## src/rtl/crop_bbox.sv

```systemverilog
// crop_bbox: bounding box of thresholded "hit" pixels inside a fixed ROI,
// published once per completed frame with a one-cycle strobe.
// Optional feature macro: CROP_BBOX_COUNT_EN builds the saturating ROI hit
// counter behind oCOUNT; without it oCOUNT is constant 0.
module crop_bbox #(
  parameter int DW     = 10,
  parameter int CW     = 16,
  parameter int H_ACT  = 640,
  parameter int V_ACT  = 480,
  parameter int ROI_X0 = 160,
  parameter int ROI_X1 = 480,
  parameter int ROI_Y0 = 50,
  parameter int ROI_Y1 = 240
) (
  input  logic          iCLK,
  input  logic          iRST,
  input  logic          iDVAL,
  input  logic [DW-1:0] iDATA,
  input  logic [DW-1:0] iTHRESH,
  input  logic          iSOF,
  output logic          oDVAL,
  output logic [CW-1:0] oXSTART,
  output logic [CW-1:0] oXEND,
  output logic [CW-1:0] oYSTART,
  output logic [CW-1:0] oYEND,
  output logic          oFOUND,
  output logic          oVALID,
  output logic [CW-1:0] oCOUNT
);

  localparam logic [CW-1:0] X_LAST = CW'(H_ACT - 1);
  localparam logic [CW-1:0] Y_LAST = CW'(V_ACT - 1);
  localparam logic [CW-1:0] RX0    = CW'(ROI_X0);
  localparam logic [CW-1:0] RX1    = CW'(ROI_X1);
  localparam logic [CW-1:0] RY0    = CW'(ROI_Y0);
  localparam logic [CW-1:0] RY1    = CW'(ROI_Y1);

  logic [CW-1:0] r_x, r_y;
  logic [CW-1:0] r_xmin, r_xmax, r_ymin, r_ymax;
  logic          r_any;

  logic [CW-1:0] w_x, w_y;
  logic          w_hit, w_eof, w_base_any;
  logic [CW-1:0] w_xmin, w_xmax, w_ymin, w_ymax;
  logic          w_any;

  // iSOF forces the current pixel to (0,0) and discards the running box
  assign w_x        = iSOF ? '0 : r_x;
  assign w_y        = iSOF ? '0 : r_y;
  assign w_base_any = r_any && !iSOF;
  assign w_hit      = iDVAL && (w_x >= RX0) && (w_x <= RX1) &&
                      (w_y >= RY0) && (w_y <= RY1) && (iDATA <= iTHRESH);
  assign w_eof      = iDVAL && (w_x == X_LAST) && (w_y == Y_LAST);

  // Next running box: base (cleared on resync) merged with the current hit
  always_comb begin
    w_xmin = iSOF ? '0 : r_xmin;
    w_xmax = iSOF ? '0 : r_xmax;
    w_ymin = iSOF ? '0 : r_ymin;
    w_ymax = iSOF ? '0 : r_ymax;
    w_any  = w_base_any;
    if (w_hit) begin
      w_any = 1'b1;
      if (!w_base_any) begin
        w_xmin = w_x;
        w_xmax = w_x;
        w_ymin = w_y;
        w_ymax = w_y;
      end else begin
        if (w_x < w_xmin) w_xmin = w_x;
        if (w_x > w_xmax) w_xmax = w_x;
        if (w_y < w_ymin) w_ymin = w_y;
        if (w_y > w_ymax) w_ymax = w_y;
      end
    end
  end

  // Raster position: advances on valid pixels only, frozen during gaps
  always_ff @(posedge iCLK) begin
    if (iRST) begin
      r_x <= '0;
      r_y <= '0;
    end else if (iDVAL) begin
      if (w_x == X_LAST) begin
        r_x <= '0;
        r_y <= (w_y == Y_LAST) ? '0 : w_y + 1'b1;
      end else begin
        r_x <= w_x + 1'b1;
        r_y <= w_y;
      end
    end else if (iSOF) begin
      r_x <= '0;
      r_y <= '0;
    end
  end

  // Running box and published results; frame end latches then clears
  always_ff @(posedge iCLK) begin
    if (iRST) begin
      r_xmin  <= '0;
      r_xmax  <= '0;
      r_ymin  <= '0;
      r_ymax  <= '0;
      r_any   <= 1'b0;
      oDVAL   <= 1'b0;
      oVALID  <= 1'b0;
      oXSTART <= '0;
      oXEND   <= '0;
      oYSTART <= '0;
      oYEND   <= '0;
      oFOUND  <= 1'b0;
    end else begin
      oDVAL  <= iDVAL;
      oVALID <= w_eof;
      if (w_eof) begin
        oXSTART <= w_any ? w_xmin : '0;
        oXEND   <= w_any ? w_xmax : '0;
        oYSTART <= w_any ? w_ymin : '0;
        oYEND   <= w_any ? w_ymax : '0;
        oFOUND  <= w_any;
        r_xmin  <= '0;
        r_xmax  <= '0;
        r_ymin  <= '0;
        r_ymax  <= '0;
        r_any   <= 1'b0;
      end else if (iDVAL || iSOF) begin
        r_xmin <= w_xmin;
        r_xmax <= w_xmax;
        r_ymin <= w_ymin;
        r_ymax <= w_ymax;
        r_any  <= w_any;
      end
    end
  end

`ifdef CROP_BBOX_COUNT_EN
  logic [CW-1:0] r_cnt;
  logic [CW-1:0] w_cnt_base, w_cnt;

  assign w_cnt_base = iSOF ? '0 : r_cnt;
  assign w_cnt      = (w_hit && (w_cnt_base != '1)) ? w_cnt_base + 1'b1 : w_cnt_base;

  // Saturating ROI hit counter, published and cleared with the box
  always_ff @(posedge iCLK) begin
    if (iRST) begin
      r_cnt  <= '0;
      oCOUNT <= '0;
    end else if (w_eof) begin
      oCOUNT <= w_cnt;
      r_cnt  <= '0;
    end else if (iDVAL || iSOF) begin
      r_cnt <= w_cnt;
    end
  end
`else
  assign oCOUNT = '0;
`endif

endmodule

```

## config.mk

```make
export PLATFORM = sky130hd
export DESIGN_NAME = crop_bbox
export DESIGN_NICKNAME = d
export VERILOG_FILES = /design/src/rtl/crop_bbox.sv
export SDC_FILE = /design/constraint.sdc
export NUM_CORES = 1
export LEC_CHECK = 0
export BUFFER_PORTS_ARGS = -buffer_cell sky130_fd_sc_hd__clkbuf_2
export CAP_MARGIN = 10
export CORE_MARGIN = 10
export CORE_UTILIZATION = 58
export DETAILED_ROUTE_END_ITERATION = 10
export PLACE_DENSITY = 0.77
export SYNTH_ARGS = -nofsm -noshare
export SYNTH_HDL_FRONTEND = slang
export SYNTH_SLANG_ARGS = --single-unit
```

## constraint.sdc

```tcl
create_clock -name iCLK -period 6.1 [get_ports iCLK]
set_clock_uncertainty 0.05 [all_clocks]
set_input_delay 1.22 -clock iCLK [delete_from_list [all_inputs] [get_ports iCLK]]
set_output_delay 1.22 -clock iCLK [all_outputs]
set_load 0.005 [all_outputs]
```

======== Yosys cells after proc, flatten, opt, wreduce, memory -nomap -nowiden ========
Index checks and enable logic that the tools add are counted.
cells by class
  add/subtract/negate cells ............... 2
  $lt $le $gt $ge ......................... 9
  eq/ne operators ......................... 2
  muxes and demuxes ....................... 28
  reductions and logical operators ........ 11
operator list
  kind                     number
  $mux W16                 27
  $add A16 B1 Y16 const B  2
  $gt A16 B16 Y1           2
  $lt A16 B16 Y1           2
  $eq A16 B10 Y1 const B   1
  $eq A16 B9 Y1 const B    1
  $ge A16 B6 Y1 const B    1
  $ge A16 B8 Y1 const B    1
  $le A16 B8 Y1 const B    1
  $le A16 B9 Y1 const B    1
  $le A10 B10 Y1           1
  $logic_and A1 B1 Y1      8
  $reduce_or A2 Y1         1
  $logic_not A1 Y1         1
  $logic_or A1 B1 Y1       1
  $mux W1                  1
word-level totals
  flip-flop bits (word level) ............. 164
  bits of input ports ..................... 24
  output and inout bits ................... 83
  logic and storage cells ................. 66

======== Depth between registers and ports, before layout ========
  depth in word-level cells ............... 9
  gate-level depth with buffers ........... 17
  mapped depth without buffers ............ 11

======== Worst setup path before layout ========
No wires, ideal clock.
  kind .................................... input to register
  from .................................... input port iSOF
  to ...................................... register oXEND[1]
  setup time .............................. 0.121 ns
  arrival time ............................ 4.606 ns
  data required time ...................... 5.929 ns
  setup slack ............................. 1.323 ns
  stages on the path ...................... 17
  buffers on the path ..................... 8
  cells stage by stage .................... buf_2 clkbuf_1 buf_2 clkbuf_1 clkbuf_1 clkbuf_1 clkbuf_1 nor2_1 ha_1 o21ai_0 a221o_1 a21oi_1 a2111o_1 o211a_1 buf_4 mux2i_1 o21ai_1
between the ends
  word-level cells in the longest chain between the ends .. 9
RTL lines
  what                                 line  source
  start: declaration                   20    input logic iSOF,
  $mux W16                             -
  $ge A16 B8 Y1                        51    assign w_hit = iDVAL && (w_x >= RX0) && (w_x <= RX1) &&
  $logic_and A1 B1 Y1 (3 in a row)     51
  $logic_and A1 B1 Y1 (2 in a row)     52    (w_y >= RY0) && (w_y <= RY1) && (iDATA <= iTHRESH);
  $mux W16 or $mux W1 (tied branches)  62    if (w_hit) begin
  $mux W16                             117   oXEND <= w_any ? w_xmax : '0;
  end signal: assignment               117
  end: declaration                     23    output logic [CW-1:0] oXEND,
Several ways; a longest one is shown, not always the timed one.
A chain may end at the register's enable or synchronous reset.

======== Worst setup path in the final report ========
  from .................................... input port iSOF
  to ...................................... register r_ymin[7]
between the ends
  word-level cells in the longest chain between the ends .. 8
RTL lines
  what                              line  source
  $mux W16                          -
  $ge A16 B8 Y1                     51
  $logic_and A1 B1 Y1 (3 in a row)  51
  $logic_and A1 B1 Y1 (2 in a row)  52
  $mux W16                          62
  end signal: assignment            129   r_ymin <= w_ymin;
  end: declaration                  39    logic [CW-1:0] r_xmin, r_xmax, r_ymin, r_ymax;
Several ways; a longest one is shown, not always the timed one.

==> run summary <==
The gate count of the mapped netlist is 925, and the summed negative setup slack over all endpoints is 0 ps. Number of post-CTS setup repair buffers: 0. The count of TritonRoute iterations in the first routing pass was 5; the minimum clock period was 4580 ps.

The number of global-route vias before repair is 6485, and the routed length per instance is 17.15 µm. After floorplanning, the core was divided into 43 placement rows. The peak supply drop was 183.1 µV; the portion of synthesized cell area occupied by the leading cell type was 0.4050.

The sequential cells in the finished layout cover a total of 3283 µm². The total routing resource utilization after global routing is 0.2065, and the count of flip-flops with a built-in enable after synthesis is 0. dfxtp_1 takes more of the synthesized area than any other cell. The run gives 0.2183 GHz as the timing-limited maximum frequency. The floorplan step defined a core boundary enclosing 13770 µm². The width of the die works out to 138.2 µm. Once layout is done, the placed cells without fillers occupy 9159 µm². Global-route wire length before repair: 33300 µm. The reported max-cap violation count came out at 0.

The leading cell type by number of instances after synthesis was dfxtp_1. Across all hold checks on the routed design, the worst slack comes to 390.8 ps. For the data required time at the worst endpoint, the log shows 6350 ps. Root buffer selected by CTS: clkbuf_16.

For the pin with the worst max-slew slack, the measured transition is 1050 ps. In the synthesized netlist the dominant register cell turns out to be dfxtp_1. The tightest min-delay check is of the flip-flop to flip-flop type.

The signed area change from the synthesized netlist to the final layout is 12.98%. The distinct cell type count of the synthesized netlist was 77; the total die area was 19110 µm². By area the synthesized netlist is led by dfxtp_1 41%, ha_1 9.6%, nand2_1 6.1%. Share of synthesized area occupied by flip-flops and latches: 0.4050. Post-CTS clock slew at the launch and capture registers of the worst setup and hold paths: 70 ps. Setup repair after global routing left no endpoint under its margin. In this run the number of H-tree levels came out at 4.

The worst setup path is of the input port to flip-flop kind. At the worst endpoint, the arrival time is 4830 ps. The count of boundary I/O pins is 107, and the overall routed net length is 20290 µm. The design draws 2.293 mW.

Summing all multi-input logic gate instances after layout gives 4412 µm². After detailed routing, the number of vias per cell comes to 5.832. The number of hold buffers added after CTS was 0. The share of final-layout standard cells stronger than drive strength 1 works out to 0.1515. The tools report the total overflow reported by the global router as 0.

For the number of buffers on the longest clock path, the log shows 2. Each instance of the synthesized netlist takes up on average 8.764 µm². In this run the static leakage power is 3.814 nW. The initial antenna violation count is 0, and the final antenna diode count is 0. Once layout is complete, the cells apart from fillers number 1183. The warning count from the yosys run is 0, and the remaining max-slew budget at the tightest pin is 0.2971. Of all nets on the critical path, the largest fanout is 39. The worst setup path is launched from an input port. Counting the fill cells in the layout gives 1190.

The placed instances occupy a cell area of 8532 µm². TritonCTS built the clock tree. The run gives 0 as the post-detailed-route DRC marker count. For the max-slew violation count, the log shows 0.

CTS saw 164 sinks. TritonCTS created 17 clock buffers. The number of I/O port buffers was 90; the number of DRC markers after the initial detailed-route iteration was 720.

The count of final hold-check violations is 0. The commonest cells after synthesis are 164 x dfxtp_1, 132 x nand2_1, 84 x nor2_1. For this design the ratio of total power to cell area is 250.3 nW/µm². Summing every instance area after synthesis gives 8107 µm². The initial core utilization was 0.5886.

The half-perimeter wire length of the detailed placement result is 14530 µm. Once detail routing completed, the nets flagged for antenna violations numbered 0. For the total placed cells including tap cells, the log shows 1151.

The global placer's final weighted congestion was 0.8835; the period utilization was 0.7509. The final setup violation count came out at 0. The run finished with clean final reports. Across all layers, the routed design uses 6899 vias. The register bit count reported by yosys was 164; the pin count of the biggest net entering global routing was 64.

From bottom edge to top edge, the die measures 138.2 µm. For the number of nets in the layout, the log shows 1076. For the worst-skew pair, the clock arrives at the later sink with an insertion delay of 430 ps. STA classifies the critical path endpoint as a flip-flop. The proportion of synthesized flip-flops having asynchronous set or reset came out at 0. The number of gates resized after CTS was 0.
[state kept, by name, summed over array words and instances, names as in the netlist]
| name | flops |
|---|---|
| oXEND | 16 |
| oXSTART | 16 |
| oFOUND | 1 |
| r_xmax | 16 |
| r_any | 1 |
| r_ymin | 16 |
| r_x | 16 |
| oYEND | 16 |
| oVALID | 1 |
| oYSTART | 16 |
| r_xmin | 16 |
| r_ymax | 16 |
| r_y | 16 |
| oDVAL | 1 |
[cells in the final DEF (no fill, tap or decap), types with 19 or more instances in the layout]
master,synthesis,layout
inv_1,33,32
dfxtp_1,164,164
a21oi_1,25,25
o21ai_0,19,19
nor2b_1,27,27
ha_1,62,62
nand2_1,132,132
mux2i_1,25,25
clkbuf_2,0,90
o21ai_1,45,45
nand4_1,20,20
nor2_1,84,84
[cell families (layout without fill, tap and decap cells)]
group / Yosys count / after routing / synth area share
adders and majority gates: 62 / 62 / 0.09569
muxes: 26 / 26 / 0.03226
DFF: 164 / 164 / 0.4050
xor gates and xnor gates: 33 / 33 / 0.03565
and+or+nand+nor: 359 / 359 / 0.2189
other: 1 / 16 / 0.0004626
AOI/OAI and AO/OA: 183 / 183 / 0.1534
buffers and inverters: 97 / 160 / 0.05865
[area by class of cell]
class / instances / share of cell area
sequential: 164 / 0.3585
timing repair buffer: 95 / 0.05328
tap: 180 / 0.02459
clock buffer: 18 / 0.04686
clock inverter: 14 / 0.02158
multi-input combinational: 679 / 0.4817
inverter: 33 / 0.01352
[final timing paths]
check,from,endpoint,slack (ps),cells after the start
setup / recovery,iSOF,r_ymin[7],1520,13
hold / removal,oFOUND,oFOUND,390,2
setup reg to reg,r_y[5],oYEND[7],2590,9
hold reg to reg,oFOUND,oFOUND,390,2
[critical path: stages]
cell and delay, ps:
clkbuf_2 90, inv_2 560, buf_4 420, nand2_1 140
inv_1 90, ha_1 240, o21a_1 190, a221o_1 280
a211oi_1 230, a2bb2oi_1 230, and3_1 570, nand2b_2 410
o22ai_1 130
[layer usage]
layer / vias up / GRT usage / share of wire / wire (µm)
li1: 3359 / - / - / -
met1: 3239 / 0.2852 / 0.48 / 9716
met2: 271 / 0.3080 / 0.43 / 8773
met3: 30 / 0.05274 / 0.075 / 1514
met4: 0 / 0.06437 / 0.014 / 289
met5: - / 0 / 0 / 0
[where the power goes]
group	internal [mW]	total [mW]	leakage, nW	switching, mW
Clock	0.690	1.14	0.302	0.451
Combinational	0.0219	0.0783	2.19	0.0564
Sequential	1.07	1.07	1.32	0.00205
Total	1.78	2.29	3.81	0.510
[through the flow]
stage,utilization,worst slack [ps]
after floorplan,-,1323
after global placement,0.6195,1248
after detailed placement,0.6195,1126
after CTS,0.6650,1558
after global routing,0.6650,1306
final,0.6650,1520
Power figures use the tool's default switching activity.
